File: src/rtl/grid_renderer_if.sv
// Bus between VGA timing / game-area register file and the grid renderer.
// The master drives pixel position and cell data; the slave returns row address and pixel.
interface grid_renderer_if #(
    parameter int unsigned COLS  = 12,
    parameter int unsigned ROWS  = 20,
    parameter int unsigned PCOLS = 4,
    parameter int unsigned PROWS = 2
);
    localparam int unsigned RAW = (ROWS > 1) ? $clog2(ROWS) : 1;

    logic [10:0]            x;
    logic [9:0]             y;
    logic [RAW-1:0]         row_addr;
    logic [2*COLS-1:0]      row_data;
    logic [ROWS-1:0]        clear_rows;
    logic                   preview_en;
    logic [PCOLS*PROWS-1:0] preview_data;
    logic [1:0]             r;
    logic [1:0]             g;
    logic [1:0]             b;
    logic                   dav;

    modport master (
        output x, y, row_data, clear_rows, preview_en, preview_data,
        input  row_addr, r, g, b, dav
    );

    modport slave (
        input  x, y, row_data, clear_rows, preview_en, preview_data,
        output row_addr, r, g, b, dav
    );
endinterface

File: src/rtl/grid_renderer.sv
// Tetris playfield and next-block preview pixel generator: per-line cell sequencers,
// 2-bit palette colours and blinking of rows pending clear. Two-cycle registered pipeline.
module grid_renderer #(
    parameter int unsigned COLS         = 12,
    parameter int unsigned ROWS         = 20,
    parameter int unsigned CELL         = 18,
    parameter int unsigned GAP          = 3,
    parameter int unsigned X0           = 140,
    parameter int unsigned Y0           = 129,
    parameter int unsigned PCOLS        = 4,
    parameter int unsigned PROWS        = 2,
    parameter int unsigned PX0          = 492,
    parameter int unsigned PY0          = 272,
    parameter logic [23:0] PALETTE      = 24'hFFF_FFF,
    parameter int unsigned BLINK_FRAMES = 16
) (
    input  logic           vga_clk,
    input  logic           rst,
    grid_renderer_if.slave bus
);
    localparam int unsigned PITCH = CELL + GAP;
    localparam int unsigned RAW   = (ROWS > 1) ? $clog2(ROWS) : 1;
    localparam int unsigned PRW   = (PROWS > 1) ? $clog2(PROWS) : 1;
    localparam int unsigned CW    = (COLS > 1) ? $clog2(COLS) : 1;
    localparam int unsigned PCOLW = (PCOLS > 1) ? $clog2(PCOLS) : 1;
    localparam int unsigned PMAX  = (CELL > GAP) ? CELL : GAP;
    localparam int unsigned PXW   = (PMAX > 1) ? $clog2(PMAX) : 1;
    localparam int unsigned FCW   = (BLINK_FRAMES > 1) ? $clog2(BLINK_FRAMES) : 1;

    typedef enum logic [1:0] {H_WAIT, H_CELL, H_GAP, H_DONE} hstate_e;

    function automatic logic [5:0] pal(input logic [1:0] code);
        case (code)
            2'd1:    pal = PALETTE[11:6];
            2'd2:    pal = PALETTE[17:12];
            2'd3:    pal = PALETTE[23:18];
            default: pal = PALETTE[5:0];
        endcase
    endfunction

    logic line_start_c;
    logic frame_start_c;
    assign line_start_c  = (bus.x == '0);
    assign frame_start_c = line_start_c && (bus.y == '0);

    // Which cell row (if any) the current line falls in, for both regions
    logic           pf_hit_c;
    logic [RAW-1:0] pf_row_c;
    logic           pv_hit_c;
    logic [PRW-1:0] pv_row_c;

    always_comb begin
        pf_hit_c = 1'b0;
        pf_row_c = '0;
        pv_hit_c = 1'b0;
        pv_row_c = '0;
        for (int unsigned n = 0; n < ROWS; n++) begin
            if (32'(bus.y) >= Y0 + n*PITCH && 32'(bus.y) < Y0 + n*PITCH + CELL) begin
                pf_hit_c = 1'b1;
                pf_row_c = RAW'(n);
            end
        end
        for (int unsigned n = 0; n < PROWS; n++) begin
            if (32'(bus.y) >= PY0 + n*PITCH && 32'(bus.y) < PY0 + n*PITCH + CELL) begin
                pv_hit_c = 1'b1;
                pv_row_c = PRW'(n);
            end
        end
    end

    logic [RAW-1:0]  row_addr_q;
    logic            v_valid_q;
    logic [PRW-1:0]  pv_row_q;
    logic            pv_valid_q;
    logic [FCW-1:0]  frame_cnt_q;
    logic            blink_q;
    logic [ROWS-1:0] clr_q;

    // Vertical sequencers re-arm at each line start; blink state advances at frame start
    always_ff @(posedge vga_clk) begin
        if (rst) begin
            row_addr_q  <= '0;
            v_valid_q   <= 1'b0;
            pv_row_q    <= '0;
            pv_valid_q  <= 1'b0;
            frame_cnt_q <= '0;
            blink_q     <= 1'b0;
            clr_q       <= '0;
        end else begin
            if (line_start_c) begin
                v_valid_q  <= pf_hit_c;
                pv_valid_q <= pv_hit_c;
                if (pf_hit_c) row_addr_q <= pf_row_c;
                if (pv_hit_c) pv_row_q <= pv_row_c;
            end
            if (frame_start_c) begin
                clr_q <= bus.clear_rows;
                if (frame_cnt_q == FCW'(BLINK_FRAMES - 1)) begin
                    frame_cnt_q <= '0;
                    blink_q     <= ~blink_q;
                end else begin
                    frame_cnt_q <= frame_cnt_q + FCW'(1);
                end
            end
        end
    end

    hstate_e        pf_st_q;
    logic [PXW-1:0] pf_pix_q;
    logic [CW-1:0]  pf_col_q;

    // Playfield horizontal sequencer; state describes the pixel captured this edge
    always_ff @(posedge vga_clk) begin
        if (rst || line_start_c) begin
            pf_st_q  <= H_WAIT;
            pf_pix_q <= '0;
            pf_col_q <= '0;
        end else begin
            case (pf_st_q)
                H_WAIT: begin
                    if (bus.x == 11'(X0)) begin
                        pf_st_q  <= H_CELL;
                        pf_pix_q <= '0;
                        pf_col_q <= '0;
                    end
                end
                H_CELL: begin
                    if (pf_pix_q == PXW'(CELL - 1)) begin
                        pf_pix_q <= '0;
                        pf_st_q  <= (pf_col_q == CW'(COLS - 1)) ? H_DONE : H_GAP;
                    end else begin
                        pf_pix_q <= pf_pix_q + PXW'(1);
                    end
                end
                H_GAP: begin
                    if (pf_pix_q == PXW'(GAP - 1)) begin
                        pf_pix_q <= '0;
                        pf_col_q <= pf_col_q + CW'(1);
                        pf_st_q  <= H_CELL;
                    end else begin
                        pf_pix_q <= pf_pix_q + PXW'(1);
                    end
                end
                H_DONE:  pf_st_q <= H_DONE;
                default: pf_st_q <= H_WAIT;
            endcase
        end
    end

    hstate_e          pv_st_q;
    logic [PXW-1:0]   pv_pix_q;
    logic [PCOLW-1:0] pv_col_q;

    // Preview horizontal sequencer, same walk against PX0/PCOLS
    always_ff @(posedge vga_clk) begin
        if (rst || line_start_c) begin
            pv_st_q  <= H_WAIT;
            pv_pix_q <= '0;
            pv_col_q <= '0;
        end else begin
            case (pv_st_q)
                H_WAIT: begin
                    if (bus.x == 11'(PX0)) begin
                        pv_st_q  <= H_CELL;
                        pv_pix_q <= '0;
                        pv_col_q <= '0;
                    end
                end
                H_CELL: begin
                    if (pv_pix_q == PXW'(CELL - 1)) begin
                        pv_pix_q <= '0;
                        pv_st_q  <= (pv_col_q == PCOLW'(PCOLS - 1)) ? H_DONE : H_GAP;
                    end else begin
                        pv_pix_q <= pv_pix_q + PXW'(1);
                    end
                end
                H_GAP: begin
                    if (pv_pix_q == PXW'(GAP - 1)) begin
                        pv_pix_q <= '0;
                        pv_col_q <= pv_col_q + PCOLW'(1);
                        pv_st_q  <= H_CELL;
                    end else begin
                        pv_pix_q <= pv_pix_q + PXW'(1);
                    end
                end
                H_DONE:  pv_st_q <= H_DONE;
                default: pv_st_q <= H_WAIT;
            endcase
        end
    end

    logic [1:0] code_c;
    logic       occ_c;
    logic       clr_row_c;

    // Select the current cell's code and preview occupancy bit
    always_comb begin
        code_c = 2'b00;
        for (int unsigned c = 0; c < COLS; c++) begin
            if (pf_col_q == CW'(c)) code_c = bus.row_data[2*(COLS-1-c) +: 2];
        end
        occ_c = 1'b0;
        for (int unsigned r = 0; r < PROWS; r++) begin
            for (int unsigned c = 0; c < PCOLS; c++) begin
                if (pv_row_q == PRW'(r) && pv_col_q == PCOLW'(c))
                    occ_c = bus.preview_data[r*PCOLS + PCOLS - 1 - c];
            end
        end
        clr_row_c = clr_q[row_addr_q];
    end

    logic [5:0] rgb_d, rgb_q;
    logic       dav_d, dav_q;

    // Pixel colour; playfield wins over preview, colour holds while nothing is drawn
    always_comb begin
        dav_d = 1'b0;
        rgb_d = rgb_q;
        if (pf_st_q == H_CELL && v_valid_q) begin
            if (blink_q && clr_row_c) begin
                dav_d = 1'b1;
                rgb_d = pal(2'd3);
            end else if (code_c != 2'b00) begin
                dav_d = 1'b1;
                rgb_d = pal(code_c);
            end
        end
        if (!dav_d && pv_st_q == H_CELL && pv_valid_q && bus.preview_en && occ_c) begin
            dav_d = 1'b1;
            rgb_d = pal(2'd1);
        end
    end

    always_ff @(posedge vga_clk) begin
        if (rst) begin
            rgb_q <= '0;
            dav_q <= 1'b0;
        end else begin
            rgb_q <= rgb_d;
            dav_q <= dav_d;
        end
    end

    assign bus.r        = rgb_q[5:4];
    assign bus.g        = rgb_q[3:2];
    assign bus.b        = rgb_q[1:0];
    assign bus.dav      = dav_q;
    assign bus.row_addr = row_addr_q;
endmodule

File: src/flat_wrapper.sv
// flat-port wrapper written by rule: the top's interface ports become plain ports
module grid_renderer_flat 
#(
    parameter int unsigned COLS         = 12,
    parameter int unsigned ROWS         = 20,
    parameter int unsigned CELL         = 18,
    parameter int unsigned GAP          = 3,
    parameter int unsigned X0           = 140,
    parameter int unsigned Y0           = 129,
    parameter int unsigned PCOLS        = 4,
    parameter int unsigned PROWS        = 2,
    parameter int unsigned PX0          = 492,
    parameter int unsigned PY0          = 272,
    parameter logic [23:0] PALETTE      = 24'hFFF_FFF,
    parameter int unsigned BLINK_FRAMES = 16
)
  (vga_clk, rst, bus_x, bus_y, bus_row_data, bus_clear_rows, bus_preview_en, bus_preview_data, bus_row_addr, bus_r, bus_g, bus_b, bus_dav);
  grid_renderer_if #(.COLS(COLS), .ROWS(ROWS), .PCOLS(PCOLS), .PROWS(PROWS)) bus_i ();
  input  logic vga_clk;
  input  logic rst;
  input wire logic [$bits(bus_i.x)-1:0] bus_x;
  input wire logic [$bits(bus_i.y)-1:0] bus_y;
  input wire logic [$bits(bus_i.row_data)-1:0] bus_row_data;
  input wire logic [$bits(bus_i.clear_rows)-1:0] bus_clear_rows;
  input wire logic [$bits(bus_i.preview_en)-1:0] bus_preview_en;
  input wire logic [$bits(bus_i.preview_data)-1:0] bus_preview_data;
  output wire logic [$bits(bus_i.row_addr)-1:0] bus_row_addr;
  output wire logic [$bits(bus_i.r)-1:0] bus_r;
  output wire logic [$bits(bus_i.g)-1:0] bus_g;
  output wire logic [$bits(bus_i.b)-1:0] bus_b;
  output wire logic [$bits(bus_i.dav)-1:0] bus_dav;
  assign bus_i.x = bus_x;
  assign bus_i.y = bus_y;
  assign bus_i.row_data = bus_row_data;
  assign bus_i.clear_rows = bus_clear_rows;
  assign bus_i.preview_en = bus_preview_en;
  assign bus_i.preview_data = bus_preview_data;
  assign bus_row_addr = bus_i.row_addr;
  assign bus_r = bus_i.r;
  assign bus_g = bus_i.g;
  assign bus_b = bus_i.b;
  assign bus_dav = bus_i.dav;
  grid_renderer #(.COLS(COLS), .ROWS(ROWS), .CELL(CELL), .GAP(GAP), .X0(X0), .Y0(Y0), .PCOLS(PCOLS), .PROWS(PROWS), .PX0(PX0), .PY0(PY0), .PALETTE(PALETTE), .BLINK_FRAMES(BLINK_FRAMES)) u_core (.vga_clk(vga_clk), .rst(rst), .bus(bus_i));
endmodule
File: config.mk
export PLATFORM = sky130hd
export DESIGN_NAME = grid_renderer_flat
export DESIGN_NICKNAME = d
export VERILOG_FILES = /design/src/rtl/grid_renderer_if.sv /design/src/rtl/grid_renderer.sv /design/src/flat_wrapper.sv
export SDC_FILE = /design/constraint.sdc
export NUM_CORES = 1
export LEC_CHECK = 0
export CORE_UTILIZATION = 50
export CTS_CLUSTER_SIZE = 25
export DETAILED_ROUTE_END_ITERATION = 10
export PLACE_DENSITY = 0.79
export SLEW_MARGIN = 20
export SYNTH_ARGS = -nofsm -noshare
export SYNTH_HDL_FRONTEND = slang
export SYNTH_SLANG_ARGS = --single-unit
File: constraint.sdc
create_clock -name vga_clk -period 2.4 [get_ports vga_clk]
set_clock_uncertainty 0.1 [all_clocks]
set_input_delay 0.24 -clock vga_clk [delete_from_list [all_inputs] [get_ports vga_clk]]
set_output_delay 0.24 -clock vga_clk [all_outputs]
set_load 0.05 [all_outputs]
## Yosys cells after proc, flatten, opt, wreduce, memory -nomap -nowiden

Cells that the tools add are included.

- Mux-type cells: 97
- Add/subtract/negate cells: 5
- Reductions and logical operators: 62
- Bitwise logic cells: 2
- Equality and inequality tests: 33
- $lt $le $gt $ge: 45

Operators by type and width:

| operator | number |
|---|---|
| 10-bit by 9-bit >= comparator with 1-bit output, second input constant | 14 |
| 10-bit by 9-bit less-than comparator with 1-bit output, second input constant | 14 |
| 5-bit 2-to-1 mux | 24 |
| 10-bit by 8-bit >= comparator with 1-bit output, second input constant | 7 |
| 10-bit by 8-bit less-than comparator with 1-bit output, second input constant | 6 |
| 2-bit 2-to-1 mux | 20 |
| 1-bit 2-to-1 mux | 39 |
| 1-bit logical AND | 37 |
| 5-bit case mux with 3 select lines | 2 |
| 6-bit 2-to-1 mux | 4 |
| 4-bit equality test, second input constant | 5 |
| 10-bit less-than comparator, second input constant | 2 |
| 4-bit by 3-bit equality test with 1-bit output, second input constant | 4 |
| 2-bit case mux with 4 select lines | 2 |
| 2-bit equality test, second input constant | 6 |
| 4-bit 2-to-1 mux | 3 |
| 2-bit by 1-bit inequality test with 1-bit output, second input constant | 6 |
| 2-bit AND reduction | 6 |
| 3-bit AND reduction | 4 |
| 11-bit by 8-bit equality test with 1-bit output, second input constant | 1 |
| 11-bit by 9-bit equality test with 1-bit output, second input constant | 1 |
| 11-bit zero test | 1 |
| 5-bit by 1-bit adder with 5-bit output, second input constant | 2 |
| 5-bit by 2-bit equality test with 1-bit output, second input constant | 2 |
| other kinds (19) | 32 |

- Word-level logic and storage cells: 259
- Output and inout bits: 12
- Register bits after elaboration: 60
- Input port bits: 76

## Logic depth before layout (Yosys ltp)

- Depth in word-level cells: 24
- Depth in mapped cells: 10
- Depth with buffers taken out: 9

## Least setup slack after synthesis

No wires, ideal clock.

- Path kind: register -> register
- From: register u_core.row_addr_q[0], in the netlist u_core.bus.row_addr[0]
- To: register u_core.rgb_q[4]
- Required time: 2.180 ns
- Cell stages (with the launch flop): 9
- Library setup time: 0.120 ns
- Period minus slack after synthesis: 2.634 ns
- Buffers on the path: 1
- Data arrival time: 2.414 ns
- Slack: -0.234 ns
- Cells stage by stage: dfxtp_1 -> clkbuf_1 -> mux4_2 -> mux2i_1 -> o21ai_1 -> mux2_2 -> a22oi_1 -> a211oi_1 -> a211o_1

- Longest elaborated chain between the ends: 12
- Elaborated cells between the ends (all ways): 16
- Classes of those cells: mux: 7; reduce/logical: 9

RTL lines:

| item | line | source |
|---|---|---|
| from (decl) | grid_renderer.sv:71 | `logic [RAW-1:0] row_addr_q;` |
| from (signal assigned) | grid_renderer.sv:93 | `if (pf_hit_c) row_addr_q <= pf_row_c;` |
| 1-bit binary-select mux with 5-bit select (*) | grid_renderer.sv:209 | `clr_row_c = clr_q[row_addr_q];` |
| 1-bit 2-to-1 mux (implied by the code) (*) | grid_renderer.sv:209 |  |
| 1-bit logical AND (*) | grid_renderer.sv:220 | `if (blink_q && clr_row_c) begin` |
| 1-bit 2-to-1 mux | grid_renderer.sv:220 |  |
| 1-bit 2-to-1 mux | grid_renderer.sv:219 | `if (pf_st_q == H_CELL && v_valid_q) begin` |
| 1-bit zero test | grid_renderer.sv:228 | `if (!dav_d && pv_st_q == H_CELL && pv_valid_q && bus.preview_en && occ_c) begin` |
| 1-bit logical AND (4 in a row) | grid_renderer.sv:228 |  |
| 3-bit nonzero test (no source line) or 2-bit nonzero test (tied branches) | -- |  |
| 2-bit AND reduction (no source line) | -- |  |
| to (signal assigned) | grid_renderer.sv:239 | `rgb_q <= rgb_d;` |
| to (decl) | grid_renderer.sv:212 | `logic [5:0] rgb_d, rgb_q;` |

Mark *: on every way between the ends. The rest lies on a longest branch, timed or not. The select of a mux whose other input is x is not followed.
A chain may end at the register's enable or synchronous reset.

## Worst setup path after layout

- From: input bus_y[4]
- To: register u_core.row_addr_q[0], in the netlist u_core.bus.row_addr[0]

- Longest elaborated chain between the ends: 23
- Elaborated cells between the ends (all ways): 100
- Classes of those cells: order compare: 40; mux: 39; reduce/logical: 21

RTL lines:

| item | line | source |
|---|---|---|
| from (decl) | flat_wrapper.sv:22 | `input wire logic [$bits(bus_i.y)-1:0] bus_y;` |
| 10-bit by 8-bit >= comparator with 1-bit output or 10-bit by 8-bit less-than comparator with 1-bit output (tied branches) | grid_renderer.sv:58 | `if (32'(bus.y) >= Y0 + n*PITCH && 32'(bus.y) < Y0 + n*PITCH + CELL) begin` |
| 1-bit logical AND | grid_renderer.sv:58 |  |
| 1-bit 2-to-1 mux (20 in a row) | grid_renderer.sv:58 |  |
| 2-bit AND reduction (no source line) | -- |  |

Several ways; a longest one is shown, not always the timed one.

==> summary.md <==
| Metric | Value |
|---|---|
| Reg2Reg Depth | 9 |
| Main synth FF type | dfxtp_1 |
| FF-to-FF End | u_core.rgb_q[4] |
| Outcome | finished, final reports clean |
| Initial antenna violation count | 0 |
| Post-synth EDFFs | 0 |
| Setup violators final | 0 |
| M3 GR Usage | 0.0335 |
| Cell area after synthesis | just under 4000 um^2 |
| Routability cong. | slightly below 1 |
| Fin crit period | roughly 2.4 ns |
| Worst EP required | approximately 2.5 ns |
| # fillers | a little over 600 |
| WL per Instance | 15.4 um |
| Final setup margin | ~0.029 ns |
| Switch share | 0.315 |
| Detailed Place HPWL | roughly 9000 um |
| Maximum VDD drop | approximately 0.41 mV |
| Pwr Total | roughly 2500 uW |
| RR Startpoint | u_core.pf_col_q[0] |
| Final TNS setup | 0 ns |
| Synth area leaders | dfxtp_1 (28%), ha_1 (7.3%), nand2_1 (6.0%) |
| Via count | roughly 4,200 |
| Fin nets | around 750 |
| Cell taking the most area after synthesis | dfxtp_1 |
| Most common cell type on the critical path | nor2_1 |
| Nature of the critical path startpoint | input port |
| CP endpoint kind | register |
| Grt met2 use | 0.477 |
| Layout cell share with drive strength beyond 1 | 0.201 |
| Synth warn | 0 |
| Async S/R FF share, synth | 0 |
| Overflow after GRT | 0 |
| P_leak | about 0.0022 uW |
| Vias in the first global route | 4,074 |
| Largest stage delay on the critical path | ~0.51 ns |
| Worst Path Arrival | 2.51 ns |
| Highest Clock Rate | between 400 and 500 MHz |
| Final Hold Slack | 0.360 ns |
| Htree depth | 2 |
| Clock latency on the worst-skew pair | approximately 0.3 ns |
| Max Cap Violations | 0 |
| Synth top area share | 0.278 |
| CP max FO | 10 |
| Gate power share | 0.348 |
| Cells after Synth | 505 |
| Post-synth cell types | 69 |
| Mean Syn Cell Area | 7.83 um^2 |
| Largest net degree at the start of global routing | 34 |
| Syn nets | 604 |
| Clock slew seen by the registers of the worst setup and hold paths | about 0.09 ns |
| Tcrit/Tclk final | 0.988 |
| Ant. Diodes | 0 |
| Clk pwr share | 0.249 |
| Slew HR | 0.568 |
| Chip height | 90.9 um |
| Dpl ws | -0.429 ns |
| Slew @ Worst Pin | between 0.6 and 0.7 ns |
| CP Cell Sequence | clkdlybuf4s50_1 > buf_6 > or3b_1 > nor2_1 > o311a_1 > nor4_4 > buf_4 > nand4_4 > a41o_1 > nor2_1 |
| Die Wd | about 91 um |
| Num rows | 32 |
| Grt peak-use layer | met2 |
| Number of synthesized register bits | 55 |
| Port buffer count | 87 |
| CP max-delay cell | clkdlybuf4s50_1 |
| Crit path kind | in2reg |
| Flop pwr share | 0.403 |
| Reg-to-reg slack, setup | ~0.14 ns |
| First-pass GRT wire length | roughly 19,000 um |
| Starting Density | 0.514 |
| Routed Antenna Nets | 0 |
| Via density | between 5 and 6 |
| Drt total wl | roughly 12,000 um |
| Ports | approximately 90 |
| # DRC | 0 |
| DRT iter0 DRCs | 218 |
| Syn-to-layout area delta | 42.6% |
| Worst Hold Class | reg2reg |
| Clock Sinks | 55 |
| Drt first pass iters | 5 |
| Core box area | 7690 um^2 |
| Overall Global Routing Usage | 0.282 |
| Area of the die | ~8300 um^2 |
| CP endpoint | u_core.bus.row_addr[0] |
| CTS tree | done |
| Root buffer cell | clkbuf_8 |
| Seq/Total Area, Yosys | 0.278 |
| CTS buffer count | 5 |
| Psw | 782 uW |
| Final hold violations | 0 |
| Power Internal | approximately 1700 uW |
| Clock Path Buffers | 2 |
| Slew Limit Fails | 0 |
| Pwr/cell area | 440 nW/um^2 |
| Met1 Usage GRT | 0.380 |
| Worst Setup SP | bus_y[4] |
[stage by stage]
stage               area (um^2)  instances   util
finish                     5640        749  0.734
global route               5640        749  0.734
CTS                        5500        741  0.715
detailed placement         5340        732  0.694
global placement           5340        732  0.694
floorplan                  3960        505      -
[routing by layer]
layer	wire [um]	vias to the layer above
li1	-	2095
met1	5340	1974
met2	5510	136
met3	528	17
met4	196	0
met5	0	-
[layout make-up]
class                      count  area [um^2]  area share
sequential                    55         1100       0.195
clock buffer                   6         72.6      0.0129
timing repair buffer         169         1520       0.269
inverter                      26         97.6      0.0173
tap                          102          128      0.0226
multi-input combinational    389         2680       0.475
clock inverter                 2         38.8     0.00688
[worst max-delay path, delay by kind of cell]
family	cells	cell delay, ns
AO/OA/AOI/OAI	2	0.69
AND/OR/NAND/NOR	5	0.73
buffers and inverters	3	0.84
[registers in the layout (all words and copies together) (netlist names)]
register	cells
u_core.pv_row_q	1
u_core.pv_valid_q	1
u_core.pv_st_q	2
u_core.pf_col_q	4
u_core.blink_q	1
u_core.pv_col_q	2
u_core.pf_st_q	2
u_core.v_valid_q	1
u_core.clr_q	20
u_core.bus.row_addr	5
u_core.frame_cnt_q	4
u_core.pf_pix_q	5
u_core.bus.dav	1
u_core.pv_pix_q	5
u_core.rgb_q	1
[how the worst min path moves through the flow]
stage / start / to / depth (start not counted)
final: u_core.clr_q[2] / u_core.clr_q[2] / 2
after global routing: u_core.clr_q[6] / u_core.clr_q[6] / 2
after CTS: bus_clear_rows[14] / u_core.clr_q[14] / 3
after detailed placement: u_core.clr_q[18] / u_core.clr_q[18] / 2
after global placement: u_core.clr_q[1] / u_core.clr_q[1] / 2
after floorplan: bus_clear_rows[0] / u_core.clr_q[0] / 2
[placed cells by master, fill, tap and decap left out, types with 3 or more instances in the layout]
cell type and instances:
a211o_1 3, a211oi_1 11, a21o_1 3, a21oi_1 42
a21oi_2 4, a2bb2oi_2 3, a311oi_1 3, a31oi_1 4
a41o_1 3, buf_4 78, buf_6 3, clkbuf_8 5
clkdlybuf4s50_1 82, dfxtp_1 54, dlymetal6s2s_1 4, ha_1 20
ha_2 3, inv_1 24, mux2_2 3, mux2i_1 5
mux4_2 6, nand2_1 63, nand2b_1 3, nand3_1 12
nand3b_1 7, nand4_1 12, nor2_1 51, nor2b_1 12
nor3_1 14, nor3b_1 6, nor4_1 3, nor4b_1 3
o211ai_1 3, o21a_1 4, o21ai_0 15, o21ai_1 3
o31ai_1 4, or3_1 6, xnor2_1 3, xor2_1 9
[power by group through the flow]
stage          combinational [uW]  clock, uW  sequential [uW]
6_report                      863        618              999
5_1_grt                       946        668             1000
4_1_cts                       830        634              998
3_5_place_dp                  814          0             1020
3_3_place_gp                  790          0             1010
2_1_floorplan                 474          0             1010
[synthesized netlist by cell type (4+ instances only)]
cell	count
dfxtp_1	55
mux2i_1	5
buf_4	8
mux4_2	6
nor3b_1	6
or3_1	6
a211oi_1	11
nand3b_1	7
nor4_1	4
nor2b_1	13
nand3_1	12
inv_1	24
a31oi_1	4
a2bb2oi_1	4
nand2_1	63
o21ai_0	16
nor2_1	51
nand4_1	12
nor3_1	15
xor2_1	9
o31ai_1	4
a21oi_1	46
buf_2	12
o21a_1	4
ha_1	23
clkbuf_1	15
[cells by family (layout without fill, tap and decap cells)]
family,Yosys count,in the layout,share of synthesized area
flip-flops,55,55,0.278
multiplexers,14,14,0.0554
AND/OR/NAND/NOR,212,213,0.283
adder cells (fa/ha/maj),23,23,0.0728
AO/OA/AOI/OAI,127,127,0.212
buffers and inverters,62,203,0.0721
XOR/XNOR,12,12,0.0266
[timing repair]
item | 4_1_cts | 5_1_grt
gates cloned | 1 | 0
buffers inserted | 0 | 8
pin swaps | 3 | 13
setup endpoints to repair | 5 | 8
gates resized for setup | 7 | 26
hold buffers | 0 | 0
No activity file was read; power rests on OpenSTA's default activity.
